`src/rtl/shift_rows_pipe_if.sv`:
```
// Handshake bundle for the ShiftRows stage: input transaction side
// plus the head-of-buffer output side.
interface shift_rows_pipe_if #(
    parameter int NB = 4
);
    logic            in_valid;
    logic            in_ready;
    logic            in_inv;
    logic [8*NB-1:0] row1;
    logic [8*NB-1:0] row2;
    logic [8*NB-1:0] row3;
    logic [8*NB-1:0] row4;
    logic            out_valid;
    logic            out_ready;
    logic            out_inv;
    logic [8*NB-1:0] row1_out;
    logic [8*NB-1:0] row2_out;
    logic [8*NB-1:0] row3_out;
    logic [8*NB-1:0] row4_out;

    modport master (
        output in_valid, in_inv, row1, row2, row3, row4, out_ready,
        input  in_ready, out_valid, out_inv,
        input  row1_out, row2_out, row3_out, row4_out
    );

    modport slave (
        input  in_valid, in_inv, row1, row2, row3, row4, out_ready,
        output in_ready, out_valid, out_inv,
        output row1_out, row2_out, row3_out, row4_out
    );
endinterface

```
`src/rtl/shift_rows_pipe.sv`:
```
// Registered Rijndael (Inv)ShiftRows for NB = 4/6/8 columns, with a
// 2-entry output buffer so in_ready never depends on out_ready.
module shift_rows_pipe #(
    parameter int NB = 4
) (
    input logic              clk,
    input logic              rst,
    shift_rows_pipe_if.slave bus
);
    localparam int W  = 8 * NB;
    localparam int C3 = (NB == 8) ? 3 : 2;
    localparam int C4 = (NB == 8) ? 4 : 3;

    generate
        if (!(NB == 4 || NB == 6 || NB == 8)) begin : g_bad_nb
            $error("shift_rows_pipe: NB must be 4, 6 or 8");
        end
    endgenerate

    // Column 0 sits in the top byte; inverse rotates the other way.
    function automatic logic [W-1:0] rot(
        input logic [W-1:0] x,
        input int           c,
        input logic         inv
    );
        logic [W-1:0] y;
        int           s;
        y = '0;
        for (int j = 0; j < NB; j++) begin
            s = inv ? (j + NB - c) % NB : (j + c) % NB;
            y[W-1-8*j -: 8] = x[W-1-8*s -: 8];
        end
        return y;
    endfunction

    logic [W-1:0] t_rows [4];
    logic [W-1:0] mem [2][4];
    logic         mem_inv [2];
    logic         wr_ptr;
    logic         rd_ptr;
    logic [1:0]   count;
    logic         push;
    logic         pop;

    always_comb begin
        t_rows[0] = bus.row1;
        t_rows[1] = rot(bus.row2, 1, bus.in_inv);
        t_rows[2] = rot(bus.row3, C3, bus.in_inv);
        t_rows[3] = rot(bus.row4, C4, bus.in_inv);
    end

    assign bus.in_ready  = !count[1] && !rst;
    assign bus.out_valid = (count != 2'd0);
    assign push          = bus.in_valid && bus.in_ready;
    assign pop           = bus.out_valid && bus.out_ready;

    assign bus.out_inv  = mem_inv[rd_ptr];
    assign bus.row1_out = mem[rd_ptr][0];
    assign bus.row2_out = mem[rd_ptr][1];
    assign bus.row3_out = mem[rd_ptr][2];
    assign bus.row4_out = mem[rd_ptr][3];

    // Storage is cleared on reset so the idle outputs read as zero.
    always_ff @(posedge clk) begin
        if (rst) begin
            for (int e = 0; e < 2; e++) begin
                mem_inv[e] <= 1'b0;
                for (int k = 0; k < 4; k++) begin
                    mem[e][k] <= '0;
                end
            end
            wr_ptr <= 1'b0;
            rd_ptr <= 1'b0;
            count  <= 2'd0;
        end else begin
            if (push) begin
                for (int k = 0; k < 4; k++) begin
                    mem[wr_ptr][k] <= t_rows[k];
                end
                mem_inv[wr_ptr] <= bus.in_inv;
                wr_ptr          <= ~wr_ptr;
            end
            if (pop) begin
                rd_ptr <= ~rd_ptr;
            end
            unique case ({push, pop})
                2'b10:   count <= count + 2'd1;
                2'b01:   count <= count - 2'd1;
                default: count <= count;
            endcase
        end
    end
endmodule

```
`src/flat_wrapper.sv`:
```
// flat-port wrapper written by rule: the top's interface ports become plain ports
module shift_rows_pipe_flat 
#(
    parameter int NB = 4
)
  (clk, rst, bus_in_valid, bus_in_inv, bus_row1, bus_row2, bus_row3, bus_row4, bus_out_ready, bus_in_ready, bus_out_valid, bus_out_inv, bus_row1_out, bus_row2_out, bus_row3_out, bus_row4_out);
  shift_rows_pipe_if #(.NB(NB)) bus_i ();
  input logic clk;
  input logic rst;
  input wire logic [$bits(bus_i.in_valid)-1:0] bus_in_valid;
  input wire logic [$bits(bus_i.in_inv)-1:0] bus_in_inv;
  input wire logic [$bits(bus_i.row1)-1:0] bus_row1;
  input wire logic [$bits(bus_i.row2)-1:0] bus_row2;
  input wire logic [$bits(bus_i.row3)-1:0] bus_row3;
  input wire logic [$bits(bus_i.row4)-1:0] bus_row4;
  input wire logic [$bits(bus_i.out_ready)-1:0] bus_out_ready;
  output wire logic [$bits(bus_i.in_ready)-1:0] bus_in_ready;
  output wire logic [$bits(bus_i.out_valid)-1:0] bus_out_valid;
  output wire logic [$bits(bus_i.out_inv)-1:0] bus_out_inv;
  output wire logic [$bits(bus_i.row1_out)-1:0] bus_row1_out;
  output wire logic [$bits(bus_i.row2_out)-1:0] bus_row2_out;
  output wire logic [$bits(bus_i.row3_out)-1:0] bus_row3_out;
  output wire logic [$bits(bus_i.row4_out)-1:0] bus_row4_out;
  assign bus_i.in_valid = bus_in_valid;
  assign bus_i.in_inv = bus_in_inv;
  assign bus_i.row1 = bus_row1;
  assign bus_i.row2 = bus_row2;
  assign bus_i.row3 = bus_row3;
  assign bus_i.row4 = bus_row4;
  assign bus_i.out_ready = bus_out_ready;
  assign bus_in_ready = bus_i.in_ready;
  assign bus_out_valid = bus_i.out_valid;
  assign bus_out_inv = bus_i.out_inv;
  assign bus_row1_out = bus_i.row1_out;
  assign bus_row2_out = bus_i.row2_out;
  assign bus_row3_out = bus_i.row3_out;
  assign bus_row4_out = bus_i.row4_out;
  shift_rows_pipe #(.NB(NB)) u_core (.clk(clk), .rst(rst), .bus(bus_i));
endmodule
```
`config.mk`:
```
export PLATFORM = sky130hd
export DESIGN_NAME = shift_rows_pipe_flat
export DESIGN_NICKNAME = d
export VERILOG_FILES = /design/src/rtl/shift_rows_pipe_if.sv /design/src/rtl/shift_rows_pipe.sv /design/src/flat_wrapper.sv
export SDC_FILE = /design/constraint.sdc
export NUM_CORES = 1
export LEC_CHECK = 0
export ABC_CLOCK_PERIOD_IN_PS = 7450
export BUFFER_PORTS_ARGS = -buffer_cell sky130_fd_sc_hd__buf_2
export CORE_MARGIN = 1
export CORE_UTILIZATION = 38
export CTS_CLUSTER_DIAMETER = 40
export DETAILED_ROUTE_END_ITERATION = 10
export GPL_TIMING_DRIVEN = 0
export HOLD_SLACK_MARGIN = 0.05
export SYNTH_ARGS = -nofsm -noshare
export SYNTH_HDL_FRONTEND = slang
export SYNTH_SLANG_ARGS = --single-unit
```
`constraint.sdc`:
```
create_clock -name clk -period 7.45 [get_ports clk]
set_input_delay 0 -clock clk [delete_from_list [all_inputs] [get_ports clk]]
set_output_delay 0 -clock clk [all_outputs]
set_load 0.005 [all_outputs]
```
# [After elaboration in Yosys (flattened, before gate mapping)]
# Memory sizes are Yosys's and may differ from the RTL's. A register that Yosys moved wholly into a read port is not among the register bits.
# Cells that the tools add are included.
[totals] regBits=4 ram_bits=258 input_bits=133 out_inout_bits=131 elab_cells=52 memories=2
[mem_list] name="u_core.mem" depth=2 width=128 read_ports=1 rd_clocked_by_memory_dff=1 write_ports=2 line="shift_rows_pipe.sv:37" rtl="logic [W-1:0] mem [2][4];"
[mem_list] name="u_core.mem_inv" depth=2 width=1 read_ports=1 rd_clocked_by_memory_dff=1 write_ports=2 line="shift_rows_pipe.sv:38" rtl="logic mem_inv [2];"
[classes] n_addsub=6 n_eq_ne=2 shift=8 mux=20 n_bitwise=2 reduce_logical=9
[ops] operator="39-bit by 32-bit variable part select with 8-bit output" count=8
[ops] operator="128-bit two-way mux" count=1
[ops] operator="128-bit OR reduction" count=1
[ops] operator="6-bit by 32-bit subtractor with 32-bit output (first input constant)" count=3
[ops] operator="1-bit two-way mux" count=14
[ops] operator="2-bit two-way mux" count=4
[ops] operator="5-bit by 5-bit subtractor with 6-bit output (first input constant)" count=1
[ops] operator="2-bit case mux with 2 select lines" count=1
[ops] operator="2-bit nonzero test" count=2
[ops] operator="1-bit logical AND" count=3
[ops] operator="2-bit by 1-bit adder with 2-bit output (second input constant)" count=1
[ops] operator="2-bit by 1-bit equality test with 1-bit output (second input constant)" count=1
[ops] operator="2-bit equality test (second input constant)" count=1
[ops] operator="1-bit zero test" count=2
[ops] operator="1-bit NOT" count=2
[ops] operator="2-bit by 1-bit subtractor with 2-bit output (second input constant)" count=1
[ops] operator="1-bit OR reduction" count=1

# [Depth between registers and ports, before layout]
# Gate-level depths: netlist of the first run.
[depth] ltp_word=8 mapped_depth=8

# [Worst setup path before layout of the first run]
# OpenSTA, ideal clock, no wires.
[synth_path] kind="flip-flop to flip-flop" from="reg u_core.count[1]" to="mem u_core.mem[0][0] in the netlist's numbering, enable pin" setup_ps=511 arrival_time_ps=3689 setup_slack_ps=3250 path_stages_with_launch=4 path_buffers=0 period_less_slack_ps=4200 cell_sequence="dfxtp_1 > nor3b_4 > nand2b_1 > nand2b_1"
[synth_rtl] element="start: declaration" line="shift_rows_pipe.sv:41" rtl="logic [1:0] count;"
[synth_rtl] element="start signal: assignment" line="shift_rows_pipe.sv:87" rtl="2'b10: count <= count + 2'd1;"
[synth_rtl] element="start signal: assignment" line="shift_rows_pipe.sv:88" rtl="2'b01: count <= count - 2'd1;"
[synth_rtl] element="start signal: assignment" line="shift_rows_pipe.sv:89" rtl="default: count <= count;"
[synth_rtl] element="end: declaration" line="shift_rows_pipe.sv:37"

==> results of run 1 <==
[layout make-up]
type | instances | area share, %
sequential | 263 | 47.1
clock inverter | 23 | 2.01
multi-input combinational | 472 | 21.3
buffer | 55 | 1.54
timing repair buffer | 427 | 18.1
clock buffer | 51 | 6.90
tap | 390 | 2.93
inverter | 1 | 0.0225
[cells in the mapped netlist]
cell type	n
edfxtp_1	258
nor2_1	132
mux2_2	129
and2_1	97
mux2i_1	64
and3_1	33
buf_2	33
clkbuf_1	15
dfxtp_1	5
clkbuf_2	4
a21o_1	2
a21oi_1	2
buf_1	2
nand2b_1	2
xnor2_1	2
buf_4	1
ha_1	1
inv_2	1
nand2_1	1
nor2_2	1
nor3b_4	1
o21a_1	1
o21ai_0	1
or2_2	1
or3_1	1
xor2_1	1
[metrics by stage]
stage | power, mW | util [%] | area, sq um | std cells
global placement | 2.85 | 45.0 | 13400 | 1442
finish | 4.93 | 55.7 | 16600 | 1682
detailed placement | 2.85 | 45.3 | 13500 | 1445
global route | 5.14 | 55.7 | 16600 | 1682
floorplan | 2.43 | - | 11600 | 791
CTS | 4.98 | 55.7 | 16600 | 1682
[worst min-delay path, cell delays in order]
cell	delay, ns
clkbuf_1	0.09
buf_2	0.21
mux2i_1	0.17
nor2_1	0.09
[path summary, 6_finish.rpt]
path | startpoint | endpoint
max | u_core.count[1] | u_core.mem[1][13]
min | bus_in_inv | u_core.mem[1][1]
max reg2reg | u_core.count[1] | u_core.mem[1][13]
min reg2reg | u_core.rd_ptr | register
[power groups by stage]
stage	clock network, mW	logic, mW	registers, mW
6_report	2.04	1.03	1.85
5_1_grt	2.14	1.13	1.87
4_1_cts	2.07	1.05	1.85
3_5_place_dp	0	0.970	1.88
3_3_place_gp	0	0.957	1.90
2_1_floorplan	0	0.547	1.88
[layer usage]
| layer | track usage [%] | share of wire (%) |
|---|---|---|
| met1 | 23.7 | 43 |
| met2 | 32.4 | 48 |
| met3 | 4.64 | 6.4 |
| met4 | 5.71 | 1.8 |
| met5 | 0 | 0 |
[cells by family (layout without fill, tap and decap cells)]
| kind of cell | count (synthesis) | count (layout) |
|---|---|---|
| AOI/OAI and AO/OA | 6 | 6 |
| xor gates and xnor gates | 3 | 3 |
| adders and majority gates | 1 | 1 |
| buffers and inverters | 56 | 557 |
| DFF | 263 | 263 |
| muxes | 193 | 193 |
| and+or+nand+nor | 269 | 269 |
[flip-flops by register name, summed over array words and instances, names as in the netlist, named ones only]
name / count
u_core.rd_ptr: 1
u_core.mem_inv: 2
u_core.count: 2
u_core.mem: 256
u_core.wr_ptr: 1
==> metrics.txt, run 1 <==
crit path time final 2.59 ns; Sequential Power Share 37.6%; power share of the combinational group 20.9%; Buf+Inv Stages, Crit Path 2; Reg2Reg Depth 4; CP top delay family buffers and inverters; commonest non-fill, non-tap cell in the layout buf_2; Crit-path slowest cell a21o_4; Slew @ Worst Pin 0.824 ns; Max VDD drop 168 uV; PD cells 296 mW/mm^2; Post-Syn Area per Cell 14.7 sq um; die area 0.0313 sq mm; CP Capture Type register; Antenna Nets Post-Route 0; Inserted Diodes 0; # rows 63; Largest stage delay, worst path 0.62 ns; pins over their slew limit 0; maximum clock insertion buffer count 3; CP Cell Sequence nor3b_4 > clkbuf_1 > a21o_4 > buf_16; status finished clean; CTS tree built; kind of critical path reg2reg; R2R Setup Slk 4.86 ns; Setup-failing EPs final 0; min setup slack post-route 4.86 ns; Required @ worst endpoint 7.63 ns; DRC viols 0; Warnings, synthesis 0; Initial Utilization 39.0%; synth top area cells edfxtp_1, mux2_2, mux2i_1; chip width 177 um; Post-Synth XOR/XNOR Area 0.226%; fin nets 1396; Compound-Gate Fraction of Synth Area 0.322%; P_leak 7.17 nW; Post-CTS Setup Bufs 0; Max-slew headroom 45.1%; WHS 0.174 ns; Overall Global Routing Usage 19.0%; vias 8017; first-pass GRT wire length 45300 um; iteration count of the initial detailed-routing pass 4; # Max-Cap Violations 0; register area share after synthesis 67.4%; RSZ-0062 raised after global routing no; final hold violations 0; CTS sink cnt 263; hold-critical path depth 4; # hold bufs at CTS 163; fillers 2486; RD Place Congestion 0.753; Internal Power 3.70 mW; Routed WL 29700 um; Area Overhead vs Synth 43.0%; Max Clk Rate 386 MHz; Cells after Synth 791; synthesized area 0.0116 sq mm; fin crit share 34.8%; post_cts resized 0; CP max FO 56; Adder-Cell Fraction of Synth Area 0.107%; root buf cell clkbuf_16; setup slack at placement 4.84 ns; Psw 1.22 mW; Yosys cell types 26; clock slew at reported path FFs 0.05 ns; cell taking the most area after synthesis edfxtp_1; initial antenna violation count 0; mux cell area share after synthesis 18.0%; most frequent cells in the layout buf_2, edfxtp_1, dlygate4sd3_1; Worst EP arrival 2.77 ns; largest family of logic cells by synthesized area multiplexers; Worst-Skew Late Latency 0.52 ns; post-synthesis simple-gate area fraction 11.7%; Clock Skew 0.0101 ns; Seq. cell area 0.00785 sq mm; CTS H-Tree Depth 2; IO Port Bufs 261; Sw Share 24.8%; post-DP HPWL 18700 um; vias in the first global route 8379; Post-Route Setup TNS 0 ns; Synth top area share 66.6%; largest net degree at the start of global routing 62; flop and latch count out of synthesis 263; Core Area 0.0299 sq mm; Hold WC Path Type in2reg; # IOs 264; CTS Buf Count 42; Startpoint Class register; wire per inst 17.6 um; total grt overflow 0; Syn Nets 925; share of cells above drive strength 1 38.9%; footprint of the multi-input gates 0.00355 sq mm; 1st-iter DRT viols 425; Die Span Y 177 um; clock share of power 41.5%; Crit path depth 4; vias per inst 4.77
Power figures use the tool's default switching activity.
==> run 2, diff against run 1 <==
--- a/config.mk
+++ b/config.mk
@@ -5,7 +5,7 @@
 export SDC_FILE = /design/constraint.sdc
 export NUM_CORES = 1
 export LEC_CHECK = 0
-export ABC_CLOCK_PERIOD_IN_PS = 7450
+export ABC_CLOCK_PERIOD_IN_PS = 2600
 export BUFFER_PORTS_ARGS = -buffer_cell sky130_fd_sc_hd__buf_2
 export CORE_MARGIN = 1
 export CORE_UTILIZATION = 38
==> constraint.sdc (replaced) <==
create_clock -name clk -period 2.6 [get_ports clk]
set_input_delay 0 -clock clk [delete_from_list [all_inputs] [get_ports clk]]
set_output_delay 0 -clock clk [all_outputs]
set_load 0.005 [all_outputs]
==> metrics.txt, run 2 (same netlist as run 1, synthesis figures left out) <==
status finished clean (unchanged); post-DP HPWL 18500 um (was 18700 um); 1st-iter DRT viols 386 (was 425); Worst EP arrival 2.52 ns (was 2.77 ns); Worst R2R End u_core.mem[1][9] (was u_core.mem[1][13]); Routed WL 30300 um (was 29700 um); Max Clk Rate 426 MHz (was 386 MHz); Pwr Total 13.6 mW (was 4.93 mW); chip width 177 um (unchanged); root buf cell clkbuf_16 (unchanged); CP Cell Sequence nor3b_4 > clkbuf_2 > a21o_4 > buf_16 (was nor3b_4 > clkbuf_1 > a21o_4 > buf_16); Post-Layout Cell Count 1684 (was 1682); Initial Utilization 39.0% (unchanged); vias in the first global route 8238 (was 8379); Area Overhead vs Synth 42.1% (was 43.0%); iteration count of the initial detailed-routing pass 4 (unchanged); Max VDD drop 530 uV (was 168 uV); largest net degree at the start of global routing 59 (was 62); maximum clock insertion buffer count 3 (unchanged); die area 0.0313 sq mm (unchanged); IO Port Bufs 261 (unchanged); hold-critical path depth 4 (unchanged); Sw Share 25.9% (was 24.8%); Setup-failing EPs final 0 (unchanged); Largest stage delay, worst path 0.46 ns (was 0.62 ns); share of cells above drive strength 1 38.9% (about the same); WHS 0.179 ns (was 0.174 ns); Largest Register u_core.mem (unchanged); vias per inst 4.78 (was 4.77); R2R Setup Slk 0.25 ns (was 4.86 ns); final hold violations 0 (unchanged); pins over their slew limit 0 (unchanged); Hold WC Path Type in2reg (unchanged); # IOs 264 (unchanged); CTS Buf Count 40 (was 42); clock share of power 39.2% (was 41.5%); CP Capture Type register (unchanged); CTS H-Tree Depth 2 (unchanged); commonest non-fill, non-tap cell in the layout buf_2 (unchanged); CTS tree built (unchanged); Psw 3.52 mW (was 1.22 mW); Hold Path End u_core.mem[1][3] (was u_core.mem[1][1]); Core Area 0.0299 sq mm (unchanged); final design area excluding fillers 0.0165 sq mm (was 0.0166 sq mm); Max-slew headroom 44.5% (was 45.1%); post-placement cell count 1445 (unchanged); vias 8048 (was 8017); # Max-Cap Violations 0 (unchanged); Die Span Y 177 um (unchanged); initial antenna violation count 1 (was 0); Startpoint Class register (unchanged); fin crit share 90.2% (was 34.8%); Slew @ Worst Pin 0.832 ns (was 0.824 ns); Antenna Nets Post-Route 0 (unchanged); wire per inst 18.0 um (was 17.6 um); Overall Global Routing Usage 18.8% (was 19.0%); most frequent cells in the layout buf_2, edfxtp_1, dlygate4sd3_1 (unchanged); CP max FO 58 (was 56); kind of critical path reg2reg (unchanged); Required @ worst endpoint 2.77 ns (was 7.63 ns); max reg flops 256 (unchanged); Internal Power 10.1 mW (was 3.70 mW); Largest regs u_core.mem: 256 flops, u_core.count: 2 flops, u_core.mem_inv: 2 flops (unchanged); RSZ-0062 raised after global routing no (unchanged); crit path time final 2.35 ns (was 2.59 ns); Post-CTS Setup Bufs 0 (unchanged); CTS sink cnt 263 (unchanged); Clock Skew 0.0156 ns (was 0.0101 ns); Worst-Skew Late Latency 0.51 ns (was 0.52 ns); PD cells 824 mW/mm^2 (was 296 mW/mm^2); hold path start bus_in_inv (unchanged); power share of the combinational group 21.8% (was 20.9%); Post-DP Area 0.0135 sq mm (unchanged); DRC viols 0 (unchanged); fin nets 1395 (was 1396); Post-Route Setup TNS 0 ns (unchanged); RD Place Congestion 0.734 (was 0.753); # rows 63 (unchanged); Crit-path slowest cell nor3b_4 (was a21o_4); Reg2Reg Launch Point u_core.count[1] (unchanged); P_leak 7.13 nW (was 7.17 nW); first-pass GRT wire length 45000 um (was 45300 um); total grt overflow 0 (unchanged); clock slew at reported path FFs 0.05 ns (about the same); Reg2Reg Depth 4 (unchanged); Sequential Power Share 39.0% (was 37.6%)
[run 2: area by class of cell]
class	count	area, sq um
buffer	55	260
timing repair buffer	427	3020
fill	2510	13300
tap	390	488
clock inverter	27	302
clock buffer	47	1050
multi-input combinational	473	3560
inverter	1	3.75
sequential	263	7850
antenna	1	2.50
[run 2: worst max path at each step]
stage | from | end | slack (ns) | depth (start not counted)
2_1_floorplan | u_core.count[1] | u_core.mem[1][0] | 0.09 | 3
3_3_place_gp | u_core.count[1] | u_core.mem[1][24] | -1.07 | 3
3_5_place_dp | u_core.count[1] | u_core.mem[1][24] | 0.03 | 4
4_1_cts | register | bus_row3_out[1] | 0.005 | 4
5_1_grt | u_core.count[1] | u_core.mem[1][9] | 0.15 | 4
6_report | u_core.count[1] | u_core.mem[1][9] | 0.25 | 4
[run 2: power by group through the flow]
stage                     clock network, mW  logic [mW]  registers [mW]
final                                  5.34        2.98            5.31
after detailed placement                  0        2.78            5.40
after floorplan                           0        1.57            5.37
after global routing                   5.61        3.25            5.36
after CTS                              5.44        3.01            5.32
after global placement                    0        2.74            5.40
[run 2: repair_timing]
action                                  in CTS  in global routing
hold buffers                               163                  0
endpoints found under the setup margin       0                 63
resized for setup                            0                  8
endpoints found under the hold margin      261                  0
[run 2: per-stage QoR]
step                utilization [%]  setup slack (ns)
floorplan                         -            0.0941
global placement               45.0             -1.07
detailed placement             45.3            0.0316
CTS                            55.3           0.00497
global route                   55.3             0.147
finish                         55.4             0.254
[run 2: critical path, delay by kind of cell, from the launching register on]
family                 cells  cell delay (ns)
buffers and inverters      2             0.70
and+or+nand+nor            1             0.46
AOI/OAI and AO/OA          1             0.40
DFF                        1             0.38
[run 2: routing by layer]
layer / vias to the layer above / GRT usage (%) / wire, um
li1: 3825 / - / -
met1: 3939 / 23.4 / 13000
met2: 243 / 32.3 / 14800
met3: 41 / 4.68 / 1970
met4: 0 / 5.39 / 472
met5: - / 0 / 0
==> run 3, diff against run 2 <==
--- a/config.mk
+++ b/config.mk
@@ -5,10 +5,10 @@
 export SDC_FILE = /design/constraint.sdc
 export NUM_CORES = 1
 export LEC_CHECK = 0
-export ABC_CLOCK_PERIOD_IN_PS = 2600
+export ABC_CLOCK_PERIOD_IN_PS = 2900
 export BUFFER_PORTS_ARGS = -buffer_cell sky130_fd_sc_hd__buf_2
 export CORE_MARGIN = 1
-export CORE_UTILIZATION = 38
+export CORE_UTILIZATION = 30
 export CTS_CLUSTER_DIAMETER = 40
 export DETAILED_ROUTE_END_ITERATION = 10
 export GPL_TIMING_DRIVEN = 0
==> constraint.sdc (replaced) <==
create_clock -name clk -period 2.9 [get_ports clk]
set_input_delay 0 -clock clk [delete_from_list [all_inputs] [get_ports clk]]
set_output_delay 0 -clock clk [all_outputs]
set_load 0.005 [all_outputs]
==> metrics.txt, run 3 (same netlist as run 1, synthesis figures left out) <==
initial antenna violation count 0 (was 1); Core Area 0.0379 sq mm (was 0.0299 sq mm); Area Overhead vs Synth 42.7% (was 42.1%); Sw Share 26.1% (was 25.9%); Reg2Reg Launch Point u_core.count[1] (unchanged); vias per inst 4.43 (was 4.78); Buf+Inv Stages, Crit Path 2 (unchanged); CP max FO 50 (was 58); Reg2Reg Depth 4 (unchanged); Startpoint Class register (unchanged); Worst-Skew Late Latency 0.53 ns (was 0.51 ns); most frequent cells in the layout buf_2, edfxtp_1, dlygate4sd3_1 (unchanged); CP Cell Sequence nor3b_4 > clkbuf_1 > a21o_4 > buf_16 (was nor3b_4 > clkbuf_2 > a21o_4 > buf_16); fillers 3505 (was 2510); first-pass GRT wire length 46500 um (was 45000 um); die area 0.0396 sq mm (was 0.0313 sq mm); Pwr Total 12.1 mW (was 13.6 mW); Hold WC Path Type in2reg (unchanged); commonest non-fill, non-tap cell in the layout buf_2 (unchanged); Psw 3.17 mW (was 3.52 mW); RSZ-0062 raised after global routing no (unchanged); RD Place Congestion 0.712 (was 0.734); # rows 71 (was 63); fin nets 1395 (unchanged); # Max-Cap Violations 0 (unchanged); crit path time final 2.64 ns (was 2.35 ns); Largest Register u_core.mem (unchanged); vias 7974 (was 8048); Initial Utilization 30.7% (was 39.0%); Crit path depth 4 (unchanged); clock share of power 38.6% (was 39.2%); Slew @ Worst Pin 0.850 ns (was 0.832 ns); PD cells 729 mW/mm^2 (was 824 mW/mm^2); Required @ worst endpoint 3.10 ns (was 2.77 ns); final design area excluding fillers 0.0166 sq mm (was 0.0165 sq mm); CTS Buf Count 41 (was 40); CP Capture Type register (unchanged); Overall Global Routing Usage 15.8% (was 18.8%); iteration count of the initial detailed-routing pass 4 (unchanged); Routed WL 31200 um (was 30300 um); CTS sink cnt 263 (unchanged); vias in the first global route 8440 (was 8238); Clock Skew 0.0102 ns (was 0.0156 ns); Max Clk Rate 379 MHz (was 426 MHz); max reg flops 256 (unchanged); setup slack at placement 0.211 ns (was 0.0316 ns); CP top delay family buffers and inverters (unchanged); clock slew at reported path FFs 0.05 ns (about the same); P_leak 7.09 nW (was 7.13 nW); Die Span Y 199 um (was 177 um); Largest stage delay, worst path 0.71 ns (was 0.46 ns); worst setup path endpoint u_core.mem[1][57] (was u_core.mem[1][9]); Worst EP arrival 2.84 ns (was 2.52 ns); Largest regs u_core.mem: 256 flops, u_core.count: 2 flops, u_core.mem_inv: 2 flops (unchanged); Crit-path slowest cell a21o_4 (was nor3b_4); power share of the combinational group 22.1% (was 21.8%); final hold violations 0 (unchanged); chip width 199 um (was 177 um); R2R Setup Slk 0.26 ns (was 0.25 ns); largest net degree at the start of global routing 55 (was 59); CTS H-Tree Depth 2 (unchanged); min setup slack post-route 0.263 ns (was 0.254 ns); Post-DP Area 0.0137 sq mm (was 0.0135 sq mm); Setup-failing EPs final 0 (unchanged); maximum clock insertion buffer count 3 (unchanged); Antenna Nets Post-Route 0 (unchanged); post-DP HPWL 20100 um (was 18500 um); wire per inst 17.3 um (was 18.0 um); fin crit share 90.9% (was 90.2%); Internal Power 8.94 mW (was 10.1 mW); share of cells above drive strength 1 39.0% (was 38.9%); # IOs 264 (unchanged); Sequential Power Share 39.3% (was 39.0%); Inserted Diodes 0 (was 1); status finished clean (unchanged); kind of critical path reg2reg (unchanged); Post-CTS Setup Bufs 0 (unchanged); pins over their slew limit 0 (unchanged); Max-slew headroom 43.3% (was 44.5%); DRC viols 0 (unchanged); Critical Path Start u_core.count[1] (unchanged); 1st-iter DRT viols 219 (was 386); total grt overflow 0 (unchanged); IO Port Bufs 261 (unchanged); Max VDD drop 460 uV (was 530 uV); Worst R2R End u_core.mem[1][57] (was u_core.mem[1][9]); CTS tree built (unchanged); root buf cell clkbuf_16 (unchanged)
-- run 3: what timing repair did --
item / in CTS / in global routing
hold buffers: 163 / 0
gates resized for setup: 0 / 0
endpoints found under the hold margin: 261 / 0
endpoints found under the setup margin: 0 / 0
-- run 3: power groups by stage --
| stage | Combinational [mW] | Clock (mW) | Sequential [mW] |
|---|---|---|---|
| 2_1_floorplan | 1.41 | 0 | 4.82 |
| 3_3_place_gp | 2.50 | 0 | 4.85 |
| 3_5_place_dp | 2.54 | 0 | 4.84 |
| 4_1_cts | 2.75 | 4.78 | 4.76 |
| 5_1_grt | 2.95 | 4.94 | 4.80 |
| 6_report | 2.67 | 4.68 | 4.76 |
-- run 3: metal layers --
layer	part of all wire [%]	track usage (%)
met4	2.1	5.30
met2	49	27.7
met3	7.6	5.14
met5	0	0
met1	41	18.1
-- run 3: final cells by class --
class                           instances  area, sq um  area share, %
Clock buffer                           45         1040           6.27
Tap cell                              511          639           3.85
Buffer                                 55          256           1.54
Sequential cell                       263         7850           47.2
Inverter                                1         3.75         0.0226
Clock inverter                         25          259           1.56
Multi-Input combinational cell        472         3550           21.4
Timing Repair Buffer                  427         3020           18.2
-- run 3: worst min-delay path by stage --
stage                             from                  to  depth (start not counted)
after global routing        bus_in_inv    u_core.mem[1][1]                          4
final                       bus_in_inv    u_core.mem[1][0]                          4
after detailed placement  bus_row3[22]   u_core.mem[0][38]                          2
after global placement    bus_row3[22]   u_core.mem[0][38]                          2
after floorplan            bus_row1[4]  u_core.mem[0][100]                          1
after CTS                   bus_in_inv    u_core.mem[1][0]                          4
-- run 3: worst register-to-register path, stage by stage (launching register included) --
cell      delay, ns
dfxtp_1        0.36
nor3b_4        0.44
clkbuf_1       0.41
a21o_4         0.71
buf_16         0.33
-- run 3: stage by stage --
step	std cells	hold WS (ns)	utilization, %	TNS (ns)
final	1799	0.174	43.8	0
after global routing	1799	0.187	43.8	0
after CTS	1799	0.130	43.8	0
after detailed placement	1566	0.291	36.1	0
after global placement	1563	0.285	35.8	-245.58
after floorplan	791	0.198	-	0
